`src/rtl/gal_mon_pkg.sv`:
```
// ============================================================================
//  Module      : gal_mon_pkg
//  Description : Shared types and constants for the GAL16V8 I/O monitor.
//  Revision    : 1.0  initial release
// ============================================================================
`default_nettype none

package gal_mon_pkg;

  localparam int         GAL_MON_TS_W     = 16;
  localparam int         GAL_MON_DATA_W   = 8;
  localparam logic [7:0] GAL_MON_DROP_MAX = 8'hFF;

  typedef struct packed {
    logic                      hiz;
    logic [GAL_MON_DATA_W-1:0] data;
    logic [GAL_MON_TS_W-1:0]   ts;
  } gal_evt_t;

endpackage

`default_nettype wire

```
`src/rtl/gal_mon_fifo.sv`:
```
// ============================================================================
//  Module      : gal_mon_fifo
//  Description : Synchronous first-word-fall-through FIFO, async reset.
//  Revision    : 1.0  initial release
// ============================================================================
`default_nettype none

module gal_mon_fifo #(
  parameter int DEPTH = 8,
  parameter int W     = 25
) (
  input  logic         clk,
  input  logic         rst,
  input  logic         push_i,
  input  logic         pop_i,
  input  logic [W-1:0] data_i,
  output logic [W-1:0] data_o,
  output logic         full_o,
  output logic         empty_o
);

  localparam int AW = $clog2(DEPTH);

  logic [AW:0]  wr_ptr_q;
  logic [AW:0]  rd_ptr_q;
  logic [W-1:0] mem_q [DEPTH];
  logic         do_pop;
  logic         do_push;

  // A push into a full FIFO is legal when the head leaves on the same edge.
  assign do_pop  = pop_i && !empty_o;
  assign do_push = push_i && (!full_o || do_pop);

  always_ff @(posedge clk or posedge rst) begin
    if (rst) begin
      wr_ptr_q <= '0;
      rd_ptr_q <= '0;
      for (int i = 0; i < DEPTH; i++) begin
        mem_q[i] <= '0;
      end
    end else begin
      if (do_push) begin
        mem_q[wr_ptr_q[AW-1:0]] <= data_i;
        wr_ptr_q                <= wr_ptr_q + 1'b1;
      end
      if (do_pop) begin
        rd_ptr_q <= rd_ptr_q + 1'b1;
      end
    end
  end

  assign empty_o = (wr_ptr_q == rd_ptr_q);
  assign full_o  = (wr_ptr_q[AW] != rd_ptr_q[AW]) &&
                   (wr_ptr_q[AW-1:0] == rd_ptr_q[AW-1:0]);
  assign data_o  = mem_q[rd_ptr_q[AW-1:0]];

endmodule

`default_nettype wire

```
`src/rtl/gal_io_monitor.sv`:
```
// ============================================================================
//  Module      : gal_io_monitor
//  Description : Timestamped change capture of a GAL output bus with high-Z.
//  Revision    : 1.0  initial release
// ============================================================================
`default_nettype none

module gal_io_monitor
  import gal_mon_pkg::*;
#(
  parameter int WIDTH = GAL_MON_DATA_W,
  parameter int DEPTH = 8,
  parameter int TS_W  = GAL_MON_TS_W
) (
  input  logic             clk,
  input  logic             rst,
  input  logic [WIDTH-1:0] io,
  input  logic             oe_n,
  output logic             evt_valid,
  input  logic             evt_ready,
  output logic [WIDTH-1:0] evt_data,
  output logic             evt_hiz,
  output logic [TS_W-1:0]  evt_ts,
  output logic             ovf,
  output logic [7:0]       drop_cnt,
  input  logic             ovf_clr
);

  localparam int REC_W = 1 + WIDTH + TS_W;

  logic [TS_W-1:0]  ts_q;
  logic [WIDTH:0]   prev_q;
  logic             first_q;
  logic             ovf_q;
  logic             ovf_d;
  logic [7:0]       drop_cnt_q;
  logic [7:0]       drop_cnt_d;

  logic [WIDTH:0]   cur;
  logic             raise;
  logic             pop;
  logic             drop;
  logic             fifo_full;
  logic             fifo_empty;
  logic [REC_W-1:0] head;

  // Data bits are masked while high-Z so bus noise never looks like a change.
  assign cur   = {oe_n, io & {WIDTH{~oe_n}}};
  assign raise = first_q || (cur != prev_q);
  assign pop   = evt_valid && evt_ready;
  assign drop  = raise && fifo_full && !pop;

  always_ff @(posedge clk or posedge rst) begin
    if (rst) begin
      ts_q       <= '0;
      prev_q     <= '0;
      first_q    <= 1'b1;
      ovf_q      <= 1'b0;
      drop_cnt_q <= '0;
    end else begin
      ts_q       <= ts_q + 1'b1;
      ovf_q      <= ovf_d;
      drop_cnt_q <= drop_cnt_d;
      if (raise) begin
        prev_q  <= cur;
        first_q <= 1'b0;
      end
    end
  end

  // Clear is applied first so a simultaneous drop restarts the count at one.
  always_comb begin
    ovf_d      = ovf_q;
    drop_cnt_d = drop_cnt_q;
    if (ovf_clr) begin
      ovf_d      = 1'b0;
      drop_cnt_d = '0;
    end
    if (drop) begin
      ovf_d = 1'b1;
      if (drop_cnt_d != GAL_MON_DROP_MAX) begin
        drop_cnt_d = drop_cnt_d + 1'b1;
      end
    end
  end

  gal_mon_fifo #(
    .DEPTH (DEPTH),
    .W     (REC_W)
  ) u_fifo (
    .clk     (clk),
    .rst     (rst),
    .push_i  (raise),
    .pop_i   (pop),
    .data_i  ({cur, ts_q}),
    .data_o  (head),
    .full_o  (fifo_full),
    .empty_o (fifo_empty)
  );

  assign evt_valid = !fifo_empty;
  assign evt_hiz   = head[REC_W-1];
  assign evt_data  = head[REC_W-2:TS_W];
  assign evt_ts    = head[TS_W-1:0];
  assign ovf       = ovf_q;
  assign drop_cnt  = drop_cnt_q;

endmodule

`default_nettype wire

```
`config.mk`:
```
export PLATFORM = sky130hd
export DESIGN_NAME = gal_io_monitor
export DESIGN_NICKNAME = d
export VERILOG_FILES = /design/src/rtl/gal_mon_pkg.sv /design/src/rtl/gal_mon_fifo.sv /design/src/rtl/gal_io_monitor.sv
export SDC_FILE = /design/constraint.sdc
export NUM_CORES = 1
export LEC_CHECK = 0
export BUFFER_PORTS_ARGS = -buffer_cell sky130_fd_sc_hd__buf_4
export CORE_AREA = 10 10 161 163
export DETAILED_ROUTE_END_ITERATION = 10
export DIE_AREA = 0 0 171 173
export GPL_TIMING_DRIVEN = 1
export HOLD_SLACK_MARGIN = 0.12
export PLACE_DENSITY_LB_ADDON = 0.3
export SYNTH_ARGS = -nofsm -noshare
export SYNTH_HDL_FRONTEND = slang
export SYNTH_SLANG_ARGS = --single-unit
export TNS_END_PERCENT = 1
```
`constraint.sdc`:
```
create_clock -name clk -period 14.8 [get_ports clk]
set_input_delay 4.44 -clock clk [delete_from_list [all_inputs] [get_ports clk]]
set_output_delay 4.44 -clock clk [all_outputs]
set_load 0.05 [all_outputs]
```
Word level (Yosys, flattened, before mapping)
Cells that the tools add are included.
{ "word_totals": {"regBits": 243, "inputBits": 13} }
{ "classes": {"addsub": 4, "n_lt_le_gt_ge": 3, "eq_ne": 5, "mux": 11, "n_bitwise": 4, "reduce_logical": 13} }
{ "op_table": {"columns": ["cell", "count"], "rows": [
  ["$bwmux W200", 1],
  ["$bmux W25 S3", 1],
  ["$demux W25 S3", 1],
  ["$mux W25", 3],
  ["$mux W8", 3],
  ["$add A16 B1 Y16 const B", 1],
  ["$ne A9 B9 Y1", 1],
  ["$add A4 B1 Y4 const B", 2],
  ["$add A8 B1 Y8 const B", 1],
  ["$and A8 B8 Y8", 1],
  ["$ge A4 B4 Y1 const B", 2],
  ["$ne A8 B8 Y1 const B", 1],
  ["$not A3 Y4", 2],
  ["$logic_and A1 B1 Y1", 7],
  ["$eq A4 B4 Y1", 1],
  ["$lt A4 B1 Y1 const B", 1],
  ["$eq A3 B3 Y1", 1],
  ["$logic_not A1 Y1", 3],
  ["$logic_or A1 B1 Y1", 2],
  ["$mux W1", 2],
  ["$reduce_bool A2 Y1", 1],
  ["$ne A1 B1 Y1", 1],
  ["$not A1 Y1", 1]
]} }

Depth between registers and ports, before layout
{ "depth": {"depth_word": 7, "depth_mapped": 10} }

Hierarchy
Synthesis repeated with hierarchy kept, for this count alone.
{ "hier_totals": {"hier_cells": 733, "hier_area_um2": 11409.7} }
{ "by_module_without_submodules": {"columns": ["mod", "n_inst", "cells_per_inst", "area_each_um2"], "rows": [
  ["gal_mon_fifo", 1, 565, 9664.3],
  ["gal_io_monitor", 1, 168, 1745.4]
]} }

Worst setup path before layout
No wires, ideal clock.
{ "synth_timing": {"path_kind": "input to register", "from": "input port oe_n", "to": "register u_fifo.mem_q[25] in the netlist's numbering", "arrival_ns": 6.329, "setup_slack_ns": 8.346, "path_stages": 8, "n_path_buf": 3, "cell_sequence": "buf_4 or4_1 a32o_1 o211ai_1 nand2b_1 buf_2 buf_2 mux2_2"} }
{ "synth_between": {"elab_chain_len": 5} }
{ "synth_lines": {"columns": ["item", "line", "rtl"], "rows": [
  ["from (decl)", "gal_io_monitor.sv:18", "input logic oe_n,"],
  ["$not A1 Y1", "gal_io_monitor.sv:48", "assign cur = {oe_n, io & {WIDTH{~oe_n}}};"],
  ["$and A8 B8 Y8", "gal_io_monitor.sv:48", null],
  ["$ne A9 B9 Y1 (*)", "gal_io_monitor.sv:49", "assign raise = first_q || (cur != prev_q);"],
  ["$logic_or A1 B1 Y1 (*)", "gal_io_monitor.sv:49", null],
  ["$logic_and A1 B1 Y1 (*)", "gal_mon_fifo.sv:32", "assign do_push = push_i && (!full_o || do_pop);"],
  ["to (signal, indexed assignment)", "gal_mon_fifo.sv:43", "mem_q[wr_ptr_q[AW-1:0]] <= data_i;"],
  ["to (decl)", "gal_mon_fifo.sv:26", "logic [W-1:0] mem_q [DEPTH];"]
]} }
Every way passes the cells marked *; elsewhere a longest branch is shown, timed or not.
A chain may end at the register's enable or synchronous reset.

Worst setup path after layout
{ "layout_timing": {"from": "register u_fifo.rd_ptr_q[0]", "to": "output port evt_data[6]"} }
{ "layout_between": {"elab_chain_len": 4} }
{ "layout_lines": {"columns": ["item", "line", "rtl"], "rows": [
  ["from (decl)", "gal_mon_fifo.sv:25", "logic [AW:0] rd_ptr_q;"],
  ["from (signal assigned)", "gal_mon_fifo.sv:47", "rd_ptr_q <= rd_ptr_q + 1'b1;"],
  ["$not A3 Y4 (implied by the code)", "gal_mon_fifo.sv:55", "assign data_o = mem_q[rd_ptr_q[AW-1:0]];"],
  ["$bmux W25 S3", "gal_mon_fifo.sv:55", null],
  ["$mux W25 (implied by the code) (2 in a row)", "gal_mon_fifo.sv:55", null],
  ["to (decl)", "gal_io_monitor.sv:21", "output logic [WIDTH-1:0] evt_data,"]
]} }
Every way passes these cells. The select of a mux whose other input is x is not followed.

==> out/qor.yml <==
sta:
  setup_tns_ns: 0
  finalSetupViolations: 0
  finalWorstSetupSlack_ns: 7.31
  relSlewSlack_pct: 26.3
  tightest_slew_ns: 1.11
  skew_ns: 0.0100
  hold_viol_final: 0
  rsz0062_at_grt: "false"
  fmax_mhz: 134
  drv_slew: 0
  fin_crit_sh_pct: 50.6
  finalCriticalPeriod_ns: 7.49
global_routing:
  antenna_found_initial: 0
  grt_use_met1_pct: 23.7
  grt_pass1_wl_um: 41100
  gr-usage-all-layers_pct: 17.1
  globalRouteOverflowTotal: 0
  grt_max_degree: 97
  grt.busiest_layer: "met2"
  globalRouteMet3Util_pct: 2.66
  grt_pass1_vias: 7237
  use_met2_pct: 27.8
route:
  viasPerCell: 5.99
  drtPass1Iterations: 4
  ant_nets: 0
  vias: 6532
  drc_errors: 0
  wl_per_cell_um: 22.9
  totalWireLength_um: 25000
  drt_iter0_drc: 473
die:
  rows: 55
  die_height_um: 173
  die-area_um2: 29600
  ios: 48
  initial_utilization_pct: 49.5
  core-area_um2: 22600
  die_w_um: 171
place:
  hpwl_um: 14900
  gp_congestion: 0.841
  portBuffers: 47
  dp_slack_ns: 7.35
hold_path:
  hp-start: "u_fifo.mem_q[56]"
  hold_end: "u_fifo.mem_q[56]"
  hold_class: "flip-flop to flip-flop"
  whs_path_depth: 1
synth:
  postSynth.asyncResetShare_pct: 100
  yosysWarnings: 0
  synth_edf_count: 0
  synth-seq-cells: 243
  netlist_area_um2: 11200
  synth_cells: 763
  synth_fp_nets: 780
  yosys_most_used_dff: "dfrtp_1"
  synthDistinctLibCells: 50
  synth_seq_area_share_pct: 54.4
  syn_avg_cell_area_um2: 14.7
pwr:
  pwr-share-seq_pct: 35.7
  swShare_pct: 36.2
  pwr-share-comb_pct: 39.7
  p_int_w: 0.00168
  powerDensity_nw_per_um2: 211
  clock_power_share_pct: 24.6
  peakVddDrop_mv: 0.143
  p_leak_nw: 5.86
  power_switching_w: 0.000955
cells_and_area:
  nets: 802
  diodes: 0
  syn_to_final_growth_pct: 12.0
  final_common_cell: "dfrtp_1"
  drive_gt1_share_pct: 38.8
  final_cell_mix: "dfrtp_1 (240), mux2_2 (125), buf_4 (61), a22o_1 (50), mux4_2 (50)"
  fillCellCount: 1829
clock_tree:
  clk_latency_ns: 0.53
  postCtsSetupRepairBufs: 0
  root_buffer: "clkbuf_16"
  cts_tree: "yes"
  holdBufCountCts: 0
  clock-sinks: 243
  htree_levels: 1
  clock_path_buffers: 3
  postCtsResizedCells: 0
  path_clk_slew_ns: 0.06
  cts_buffers: 26
critical_path:
  r2r_end: "u_fifo.mem_q[106]"
  path_cells: "buf_4 -> mux4_2 -> mux2_2 -> buf_4"
  crit_top_cell: "buf_4"
  start_kind: "flip-flop"
  reg2reg_from: "u_fifo.rd_ptr_q[1]"
  path_max_fanout: 31
  critPathCaptureType: "primary output"
  r2r_slack_ns: 11.20
  cp_top_family: "multiplexers"
  max_stage_delay_ns: 0.74
  worst-setup-path-type: "flip-flop to primary output"
  r2r_cells: 7
  slowest_stage: "dfrtp_4"
  arrival_ns: 3.05
  critPathRequiredTime_ns: 10.36
  crit_cells: 4
  crit_buf_inv: 2
run:
  cap_violations: 0
run_status:
  status: "completed"
## layer usage
| layer | vias to the layer above | part of all wire (%) |
|---|---|---|
| li1 | 2843 | - |
| met1 | 3525 | 45 |
| met2 | 135 | 49 |
| met3 | 29 | 4.4 |
| met4 | 0 | 1.6 |
| met5 | - | 0 |
## worst max-delay path by stage
stage	startpoint	endpoint	slack (ns)
6_report	u_fifo.rd_ptr_q[0]	evt_data[6]	7.31
5_1_grt	u_fifo.rd_ptr_q[0]	evt_ts[0]	7.09
4_1_cts	u_fifo.rd_ptr_q[0]	evt_ts[4]	7.25
3_5_place_dp	oe_n	u_fifo.mem_q[110]	7.35
3_3_place_gp	oe_n	u_fifo.mem_q[108]	7.43
2_1_floorplan	rst	drop_cnt[0]	3.69
## cell families after synthesis
| group | count (synthesis) | share of synthesized area (%) |
|---|---|---|
| AO/OA/AOI/OAI | 75 | 5.66 |
| XOR/XNOR | 28 | 2.19 |
| adder cells (fa/ha/maj) | 4 | 0.448 |
| buffers and inverters | 83 | 3.78 |
| flip-flops | 243 | 54.4 |
| multiplexers | 224 | 28.4 |
| other | 1 | 0.0335 |
| AND/OR/NAND/NOR | 105 | 5.06 |
## stage by stage
stage	hold slack (ns)	instances	util [%]	total power [W]	instance area (um2)
floorplan	0.459	763	-	0.00174	11200
global placement	0.468	1042	51.6	0.00197	11600
detailed placement	0.480	1042	51.6	0.00201	11600
CTS	0.494	1090	55.5	0.00266	12500
global route	0.507	1090	55.5	0.00276	12500
finish	0.489	1090	55.5	0.00264	12500
## Yosys cell counts (all sizes together), types with 2 or more instances
cell,instances,area [um2]
inv,16,60.1
mux2,172,2030
and3,9,56.3
ha,4,50.1
o31ai,2,15.0
o2bb2ai,7,61.3
nand2,13,48.8
nand4,4,25.0
xor2,13,114
and2,11,68.8
a21oi,4,20.0
xnor2,15,131
or4,4,30.0
a22o,50,438
buf,41,265
nand2b,6,37.5
mux2i,2,20.0
mux4,50,1130
nor3,8,40.0
nor2,21,81.3
nor2b,8,50.1
nand3,11,55.1
clkbuf,26,97.6
dfrtp,242,6060
or3,5,31.3
## sequential cells by signal, indices dropped and copies added, names as in the netlist
register	flops
u_fifo.mem_q	200
ts_q	16
prev_q	9
drop_cnt	8
u_fifo.rd_ptr_q	4
u_fifo.wr_ptr_q	4
first_q	1
ovf	1
## power groups by stage
stage          registers, W  clock network (W)  logic [W]
2_1_floorplan      0.000904                  0   0.000831
3_3_place_gp       0.000935                  0    0.00104
3_5_place_dp       0.000950                  0    0.00106
4_1_cts            0.000942           0.000659    0.00106
5_1_grt            0.000963           0.000690    0.00111
6_report           0.000942           0.000649    0.00105
## cell type report
cell class | instances | area (um2) | share of cell area (%)
clock buffer | 38 | 787 | 6.29
clock inverter | 10 | 83.8 | 0.670
inverter | 16 | 67.6 | 0.540
multi-input combinational | 437 | 4680 | 37.4
sequential | 243 | 6090 | 48.6
tap | 285 | 357 | 2.85
timing repair buffer | 61 | 458 | 3.66
Note: power is estimated with default switching activity, not from simulation.
